<file path="config.mk">
export PLATFORM = sky130hd
export DESIGN_NAME = ps2_rx_decod
export DESIGN_NICKNAME = d
export VERILOG_FILES = /design/src/rtl/ps2_pkg.sv /design/src/rtl/ps2_filtro.sv /design/src/rtl/ps2_rx_decod.sv
export SDC_FILE = /design/constraint.sdc
export NUM_CORES = 1
export LEC_CHECK = 0
export BUFFER_PORTS_ARGS = -buffer_cell sky130_fd_sc_hd__buf_2
export CAP_MARGIN = 20
export CORE_MARGIN = 5
export CORE_UTILIZATION = 45
export DETAILED_ROUTE_END_ITERATION = 8
export PLACE_DENSITY = 0.68
export SLEW_MARGIN = 25
export SYNTH_ARGS = -nofsm -noshare
export SYNTH_HDL_FRONTEND = slang
export SYNTH_SLANG_ARGS = --single-unit
</file>
<file path="constraint.sdc">
create_clock -name clk -period 2.45 [get_ports clk]
set_clock_uncertainty 0.15 [all_clocks]
set_input_delay 0.245 -clock clk [delete_from_list [all_inputs] [get_ports clk]]
set_output_delay 0.245 -clock clk [all_outputs]
set_load 0.05 [all_outputs]
</file>
<file path="src/rtl/ps2_pkg.sv">
// ps2_pkg -- shared definitions for the PS/2 keyboard receiver.
//   * scan code set 2 constants (command keys, prefixes, hex digits)
//   * frame FSM state encoding (2 bits)
//   * sc_to_hex(): maps a scan code to a {valid, hex} pair
package ps2_pkg;

   localparam logic [7:0] SC_CTRL  = 8'h14;
   localparam logic [7:0] SC_ENTER = 8'h5A;
   localparam logic [7:0] SC_EXT   = 8'hE0;
   localparam logic [7:0] SC_BRK   = 8'hF0;

   localparam logic [7:0] SC_D0 = 8'h45;
   localparam logic [7:0] SC_D1 = 8'h16;
   localparam logic [7:0] SC_D2 = 8'h1E;
   localparam logic [7:0] SC_D3 = 8'h26;
   localparam logic [7:0] SC_D4 = 8'h25;
   localparam logic [7:0] SC_D5 = 8'h2E;
   localparam logic [7:0] SC_D6 = 8'h36;
   localparam logic [7:0] SC_D7 = 8'h3D;
   localparam logic [7:0] SC_D8 = 8'h3E;
   localparam logic [7:0] SC_D9 = 8'h46;
   localparam logic [7:0] SC_DA = 8'h1C;
   localparam logic [7:0] SC_DB = 8'h32;
   localparam logic [7:0] SC_DC = 8'h21;
   localparam logic [7:0] SC_DD = 8'h23;
   localparam logic [7:0] SC_DE = 8'h24;
   localparam logic [7:0] SC_DF = 8'h2B;

   typedef enum logic [1:0] {
      RX_IDLE = 2'd0,
      RX_DATA = 2'd1,
      RX_PAR  = 2'd2,
      RX_STOP = 2'd3
   } rx_state_t;

   // Returns {valid, hex}; valid=0 for any code that is not a hex digit key.
   function automatic logic [4:0] sc_to_hex(input logic [7:0] sc);
      logic [4:0] r;
      case (sc)
         SC_D0:   r = {1'b1, 4'h0};
         SC_D1:   r = {1'b1, 4'h1};
         SC_D2:   r = {1'b1, 4'h2};
         SC_D3:   r = {1'b1, 4'h3};
         SC_D4:   r = {1'b1, 4'h4};
         SC_D5:   r = {1'b1, 4'h5};
         SC_D6:   r = {1'b1, 4'h6};
         SC_D7:   r = {1'b1, 4'h7};
         SC_D8:   r = {1'b1, 4'h8};
         SC_D9:   r = {1'b1, 4'h9};
         SC_DA:   r = {1'b1, 4'hA};
         SC_DB:   r = {1'b1, 4'hB};
         SC_DC:   r = {1'b1, 4'hC};
         SC_DD:   r = {1'b1, 4'hD};
         SC_DE:   r = {1'b1, 4'hE};
         SC_DF:   r = {1'b1, 4'hF};
         default: r = 5'h00;
      endcase
      return r;
   endfunction

endpackage

</file>
<file path="src/rtl/ps2_filtro.sv">
// ps2_filtro -- PS/2 line conditioning.
//   Two-flop synchronisers on ps2c/ps2d, a glitch filter on ps2c that only
//   accepts a new level after FILTRO_LEN identical samples, and a registered
//   falling-edge pulse of the filtered clock.
// Ports:
//   clk, rst   system clock, asynchronous active-high reset
//   ps2c, ps2d raw PS/2 clock / data pins (asynchronous)
//   fe         one-cycle pulse on a filtered 1->0 transition of ps2c
//   ps2d_s     synchronised data line, to be sampled when fe=1
module ps2_filtro #(
   parameter int FILTRO_LEN = 8
) (
   input  logic clk,
   input  logic rst,
   input  logic ps2c,
   input  logic ps2d,
   output logic fe,
   output logic ps2d_s
);

   localparam logic [4:0] CNT_MAX = 5'(FILTRO_LEN - 1);

   logic       ps2c_p0, ps2c_p1;
   logic       ps2d_p0;
   logic       filt;
   logic [4:0] cnt;

   always_ff @(posedge clk or posedge rst) begin
      if (rst) begin
         ps2c_p0 <= 1'b1;
         ps2c_p1 <= 1'b1;
         ps2d_p0 <= 1'b1;
         ps2d_s  <= 1'b1;
         filt    <= 1'b1;
         cnt     <= 5'd0;
         fe      <= 1'b0;
      end else begin
         // synchroniser stages
         ps2c_p0 <= ps2c;
         ps2c_p1 <= ps2c_p0;
         ps2d_p0 <= ps2d;
         ps2d_s  <= ps2d_p0;
         // glitch filter: cnt counts consecutive samples differing from filt
         fe <= 1'b0;
         if (ps2c_p1 == filt) begin
            cnt <= 5'd0;
         end else if (cnt == CNT_MAX) begin
            filt <= ps2c_p1;
            cnt  <= 5'd0;
            fe   <= filt;     // old level 1 means this is a 1->0 change
         end else begin
            cnt <= cnt + 5'd1;
         end
      end
   end

endmodule

</file>
<file path="src/rtl/ps2_rx_decod.sv">
// ps2_rx_decod -- PS/2 keyboard receiver and scan code decoder (set 2).
//   Frames are received on filtered falling edges of ps2c, checked for stop
//   bit (and optionally parity), and valid make codes are decoded into
//   single-cycle command pulses.
// Ports:
//   clk, rst   system clock, asynchronous active-high reset
//   ps2c, ps2d PS/2 clock / data pins
//   ctrl       pulse on a Ctrl make code
//   enter      pulse on an Enter make code
//   dato       pulse on a hex digit make code
//   dato_hex   last decoded digit, held until the next dato
//   rx_err     pulse on framing / parity / watchdog error
// Configuration macro:
//   PS2_PARITY_CHECK_EN  when defined, bad parity raises rx_err and drops
//                        the byte; otherwise the parity bit is ignored.
module ps2_rx_decod
   import ps2_pkg::*;
#(
   parameter int FILTRO_LEN = 8,
   parameter int WATCHDOG   = 20000
) (
   input  logic       clk,
   input  logic       rst,
   input  logic       ps2c,
   input  logic       ps2d,
   output logic       ctrl,
   output logic       enter,
   output logic       dato,
   output logic [3:0] dato_hex,
   output logic       rx_err
);

   localparam int             WD_W    = $clog2(WATCHDOG + 1);
   localparam logic [WD_W-1:0] WD_LAST = WD_W'(WATCHDOG - 1);

   logic            fe;
   logic            dat;
   rx_state_t       state;
   logic [7:0]      sh;
   logic [2:0]      bit_cnt;
   logic [WD_W-1:0] wd;
   logic            brk, ext;
   logic            parity_ok;
   logic            frame_ok;
   logic [4:0]      hex_dec;

   ps2_filtro #(
      .FILTRO_LEN(FILTRO_LEN)
   ) u_filtro (
      .clk    (clk),
      .rst    (rst),
      .ps2c   (ps2c),
      .ps2d   (ps2d),
      .fe     (fe),
      .ps2d_s (dat)
   );

`ifdef PS2_PARITY_CHECK_EN
   logic par;
   // odd parity over 8 data bits plus parity bit
   assign parity_ok = ^{sh, par};
`else
   assign parity_ok = 1'b1;
`endif

   // dat is the stop bit while state==RX_STOP
   assign frame_ok = dat & parity_ok;
   assign hex_dec  = sc_to_hex(sh);

   always_ff @(posedge clk or posedge rst) begin
      if (rst) begin
         state    <= RX_IDLE;
         sh       <= 8'h00;
         bit_cnt  <= 3'd0;
         wd       <= '0;
         brk      <= 1'b0;
         ext      <= 1'b0;
         ctrl     <= 1'b0;
         enter    <= 1'b0;
         dato     <= 1'b0;
         dato_hex <= 4'h0;
         rx_err   <= 1'b0;
`ifdef PS2_PARITY_CHECK_EN
         par      <= 1'b0;
`endif
      end else begin
         ctrl   <= 1'b0;
         enter  <= 1'b0;
         dato   <= 1'b0;
         rx_err <= 1'b0;

         // watchdog: idle or any edge restarts it
         if (state == RX_IDLE || fe) wd <= '0;
         else                        wd <= wd + 1'b1;

         case (state)
            RX_IDLE: begin
               if (fe && !dat) begin
                  state   <= RX_DATA;
                  bit_cnt <= 3'd0;
               end
            end
            RX_DATA: begin
               if (fe) begin
                  sh      <= {dat, sh[7:1]};   // LSB arrives first
                  bit_cnt <= bit_cnt + 3'd1;
                  if (bit_cnt == 3'd7) state <= RX_PAR;
               end
            end
            RX_PAR: begin
               if (fe) begin
`ifdef PS2_PARITY_CHECK_EN
                  par   <= dat;
`endif
                  state <= RX_STOP;
               end
            end
            RX_STOP: begin
               if (fe) begin
                  state <= RX_IDLE;
                  if (!frame_ok) begin
                     rx_err <= 1'b1;
                     brk    <= 1'b0;
                     ext    <= 1'b0;
                  end else if (sh == SC_EXT) begin
                     ext <= 1'b1;
                  end else if (sh == SC_BRK) begin
                     brk <= 1'b1;
                  end else begin
                     // a released key's code is swallowed; prefixes end here
                     if (brk || ext) begin
                        brk <= 1'b0;
                        ext <= 1'b0;
                     end
                     if (!brk) begin
                        if (sh == SC_CTRL) begin
                           ctrl <= 1'b1;
                        end else if (sh == SC_ENTER) begin
                           enter <= 1'b1;
                        end else if (hex_dec[4]) begin
                           dato     <= 1'b1;
                           dato_hex <= hex_dec[3:0];
                        end
                     end
                  end
               end
            end
            default: state <= RX_IDLE;
         endcase

         // expiry overrides the state update: edges never coincide with it
         if (state != RX_IDLE && !fe && wd == WD_LAST) begin
            state  <= RX_IDLE;
            wd     <= '0;
            rx_err <= 1'b1;
            brk    <= 1'b0;
            ext    <= 1'b0;
         end
      end
   end

endmodule

</file>
# Word-level counts from Yosys, hierarchy flattened
# Cells that the tools add are included.
totals:
  regBits: 49
  inputBits: 4
  out_inout_bits: 8
op_classes:
  addsub: 3
  eq_ne: 38
  n_mux: 58
  bitwise: 6
  n_reduce_logical: 19
ops:
  columns: ["cell", "n"]
  rows:
  - ["$eq 8x6->1 const B", 11]
  - ["$pmux 5 s16", 1]
  - ["$mux 1", 43]
  - ["$eq 8x5->1 const B", 4]
  - ["$mux 15", 2]
  - ["$eq 8x7->1 const B", 3]
  - ["$eq 8x8->1 const B", 2]
  - ["$add 15x1->15 const B", 1]
  - ["$eq 15x15->1 const B", 1]
  - ["$mux 2", 6]
  - ["$ne 4x4->1 const B", 3]
  - ["$mux 5", 2]
  - ["$ne 3x2->1 const B", 3]
  - ["$reduce_and 9->1", 1]
  - ["$pmux 2 s4", 1]
  - ["$reduce_and 4->1", 2]
  - ["$reduce_bool 2->1", 4]
  - ["$mux 3", 2]
  - ["$ne 3x3->1 const B", 2]
  - ["$not 1->1", 6]
  - ["$pmux 3 s2", 1]
  - ["$add 5x1->5 const B", 1]
  - ["$eq 5x3->1 const B", 1]
  - ["$reduce_and 5->1", 1]
  - ["other kinds (13)", 20]

# Longest topological paths before layout
logic_depth:
  depth_word: 11
  depth_mapped: 7
  mapped_depth_nobuf: 7

# By module
# Synthesis repeated with hierarchy kept, for this count alone.
hier_totals:
  cells_unflattened: 258
  area_unflattened_um2: 2646.3
by_module_without_submodules:
  columns: ["mod", "n_inst", "cells_per_inst", "area_per_inst_um2", "seq_area_each_um2"]
  rows:
  - ["ps2_rx_decod", 1, 229, 2232.1, 925.9]
  - ["ps2_filtro", 1, 29, 414.1, 281.5]

# Worst setup path before layout
# OpenSTA, ideal clock, no wires.
synth_timing:
  kind: "register to register"
  from: "register sh[3]"
  to: "register dato_hex[0]"
  setup_time_ns: 0.125
  arrival_time_ns: 1.940
  required_time_ns: 2.175
  slack_ns: 0.235
  path_stages_with_launch: 7
  path_cell_list: "dfrtp_1 > buf_6 > or4b_4 > a2111oi_4 > a211oi_2 > a21oi_4 > mux2_4"
synth_via:
  elab_chain_len: 3
synth_rtl:
  columns: ["item", "line_no", "text"]
  rows:
  - ["start: declaration", "ps2_rx_decod.sv:39", "logic [7:0] sh;"]
  - ["start signal: assignment", "ps2_rx_decod.sv:105", "sh <= {dat, sh[7:1]};"]
  - ["$eq 8x6->1, or another cell as far along", "ps2_pkg.sv:39", "case (sc)"]
  - ["$pmux 5 s16 or $not 1->1 (tied branches)", null, null]
  - ["$reduce_and 9->1 (no line)", null, null]
  - ["end signal: assignment", "ps2_rx_decod.sv:142", "dato_hex <= hex_dec[3:0];"]
  - ["end: declaration", "ps2_rx_decod.sv:29", "output logic [3:0] dato_hex,"]
# Several ways; a longest one is shown, not always the timed one.
# A chain may end at the register's enable or synchronous reset.

# Worst setup path in the final report
layout_timing:
  from: "register sh[4]"
  to: "register dato_hex[1]"
# The elaborated chain is that of the path after synthesis.

==> key figures <==
Status
  – Status: completed

Worst setup path
  – WP data arrival: about 2.3 ns
  – Req. time, crit path: between 2 and 3 ns
  – Worst setup EP type: flip-flop
  – Startpoint Class: flip-flop
  – Critical Path Fanout Max: 8
  – Critical path class: flip-flop to flip-flop

Global route
  – First-pass GRT wire length: between 8 and 9 mm
  – Vias in the first global route: approximately 1.8k
  – Total gr overflow: 0
  – All-Layer GR Usage: ~14%
  – Largest net degree at the start of global routing: approximately 50
  – Initial antenna violation count: 0

Routing
  – Routed Antenna Nets: 0
  – Starting DRT DRC Count: 119
  – DR vias: 1900
  – DR pass1 iterations: 4
  – Routed WL: around 4.8 mm
  – Detailed-route DRC error count: 0
  – WL/cell: about 14 um
  – Via/cell ratio: ~5.5

Logic synthesis
  – Synth Warn #: 0
  – Synthesized instance count: about 250
  – Sequential share of the synthesized area: about 47%
  – Post-synthesis register bit count: 48
  – Mapped cell area: between 0.002 and 0.003 mm2
  – Post-synth EDFFs: 0
  – Asr flop ratio synth: 100%
  – Primary FF master, synth: dfrtp_1
  – Synthesized area per cell: 10.2 um2
  – Synth Net Count: roughly 270
  – Netlist cell types: 56

Job
  – Max_cap viols: 0

Clock tree
  – H-tree Lvls: 2
  – Sink Count: 48
  – CTS clk-pin slew, worst paths: about 0.090 ns
  – TritonCTS Buffers: 5
  – CTS tree: yes
  – CTS Root Buffer Type: clkbuf_8
  – Post-cts resize count: 0
  – Clk_lat worst skew: approximately 0.30 ns
  – Setup bufs post-CTS: 0
  – # hold bufs at CTS: 3
  – Max Root-Sink Buffers: 2

STA
  – Final Hold Fails: 0
  – Setup violators final: 0
  – Slew Limit Fails: 0
  – Total Neg Setup Slack: 0 ns
  – RSZ-0062 raised after global routing: no
  – Final period util: ~92%
  – Max-Slew Margin vs Limit: 67.8%
  – Final min period: about 2.3 ns
  – Upper clock frequency limit: 443 MHz
  – Worst-margin pin slew: between 0.4 and 0.5 ns

Finish
  – # fillers: a little over 500
  – Area grow syn2layout: 12.9%
  – Most frequent cells in the layout: dfrtp_1 (43), nor2_1 (26), nand2_1 (15), buf_4 (12)
  – Commonest non-fill, non-tap cell in the layout: dfrtp_1
  – FF+latch area: 0.00121 mm2
  – Nets@finish: about 290
  – Number of antenna diodes: 0
  – Layout cell share with drive strength beyond 1: about a fifth
  – Multi-input logic area: ~0.0013 mm2
  – Layout Cell Area excl Fill: 0.00292 mm2
  – Final non-filler cell total: around 350

Placed design
  – Placement Cell Area: roughly 0.0028 mm2
  – GPL Wtd Cong: roughly 0.92
  – HPWL after detailed placement: between 3 and 4 mm
  – Port bufs: 11
  – Placed cells: 335

Floorplanning
  – Die area: around 0.0074 mm2
  – Die width: 85.9 um
  – Row Count: 27
  – Starting density of the core: a little under half
  – Chip height: roughly 86 um
  – Core area: between 0.005 and 0.006 mm2
  – I/O pins: 12

Power and ir drop
  – Worst vdd rail ir drop: roughly 0.35 mV
  – P_leak: 1.29 nW
  – Power per cell area: 656 mW/mm2
  – Total power: approximately 1.9 mW

Min path
  – Hold Crit Class: flip-flop to flip-flop
==> power breakdown <==
group | internal (mW) | switching, mW
Combinational | 0.166 | 0.217
Clock | 0.308 | 0.281
Sequential | 0.874 | 0.0736
Total | 1.35 | 0.571
==> cells by family (layout without fill, tap and decap cells) <==
family | count (synthesis) | in the layout | synth area share, %
adder cells (fa/ha/maj) | 8 | 8 | 3.86
XOR/XNOR | 19 | 19 | 6.43
AO/OA/AOI/OAI | 38 | 38 | 11.5
buffers and inverters | 27 | 47 | 4.30
flip-flops | 48 | 48 | 46.6
AND/OR/NAND/NOR | 101 | 101 | 21.3
multiplexers | 13 | 13 | 5.99
==> per-layer routing <==
| layer | share of wire [%] | vias to the layer above | global-route usage [%] |
|---|---|---|---|
| li1 | - | 940 | - |
| met1 | 49 | 927 | 19.8 |
| met2 | 46 | 27 | 21.7 |
| met3 | 3.2 | 6 | 3.27 |
| met4 | 1.3 | 0 | 4.89 |
| met5 | 0 | - | 0 |
==> final timing paths <==
check	start	to	slack, ns	cells past startpoint
hold reg to reg	u_filtro.ps2c_p0$_DFF_PP1_	u_filtro.ps2c_p1$_DFF_PP1_	0.21	0
min in group asynchronous	rst	wd[14]$_DFF_PP0_	0.37	4
max in group asynchronous	rst	u_filtro.filt$_DFFE_PP1P_	1.52	4
setup reg to reg	sh[4]$_DFFE_PP0P_	dato_hex[1]$_DFFE_PP0P_	0.19	5
hold / removal	u_filtro.ps2c_p0$_DFF_PP1_	u_filtro.ps2c_p1$_DFF_PP1_	0.21	0
setup / recovery	sh[4]$_DFFE_PP0P_	dato_hex[1]$_DFFE_PP0P_	0.19	5
==> metrics by stage <==
step | utilization (%) | hold slack [ns] | setup slack, ns
6_report | 52.8 | 0.209 | 0.191
4_1_cts | 52.8 | 0.211 | 0.199
3_5_place_dp | 50.2 | 0.158 | 0.211
3_3_place_gp | 50.2 | 0.150 | 0.221
5_1_grt | 52.8 | 0.215 | 0.103
2_1_floorplan | - | 0.0995 | 0.235
==> area by class of cell <==
type | instances | area share [%]
Inverter | 12 | 1.54
Timing Repair Buffer | 27 | 6.68
Multi-Input combinational cell | 179 | 43.5
Sequential cell | 48 | 41.3
Tap cell | 72 | 3.08
Clock buffer | 5 | 2.35
Clock inverter | 3 | 1.58
==> registers in the layout, indices dropped and copies added, names as in the netlist, 2 cells and up <==
register      count
wd               15
sh                8
u_filtro.cnt      5
dato_hex          4
bit_cnt           3
state             2
==> critical path, cell delays in order (launching register included) <==
cell	delay, ns
dfrtp_1	0.47
or4b_4	0.56
a2111oi_4	0.31
a211oi_2	0.11
a21oi_4	0.24
mux2_4	0.32
==> cells in the mapped netlist (2+ instances only) <==
library cell	number	area (um2)
nand2_1	15	56.3
mux2i_1	2	20.0
nand3_1	11	55.1
ha_1	8	100
xor2_1	11	96.3
nand4b_1	2	17.5
clkbuf_1	11	41.3
a31oi_1	5	31.3
dfrtp_1	43	1080
and3_1	3	18.8
nand2b_1	8	50.1
nor3_1	10	50.1
mux2_4	3	45.0
nor4bb_1	4	40.0
nor2b_1	3	18.8
or4_1	2	15.0
a22o_1	2	17.5
xnor2_1	8	70.1
a21oi_1	3	15.0
nor2_1	26	97.6
inv_1	12	45.0
mux2_2	8	90.1
nand4_1	3	18.8
o21ai_0	10	50.1
dfstp_2	5	131
o22ai_1	3	18.8
nor4_1	3	18.8
o211ai_1	2	15.0
No activity file was read; power rests on OpenSTA's default activity.
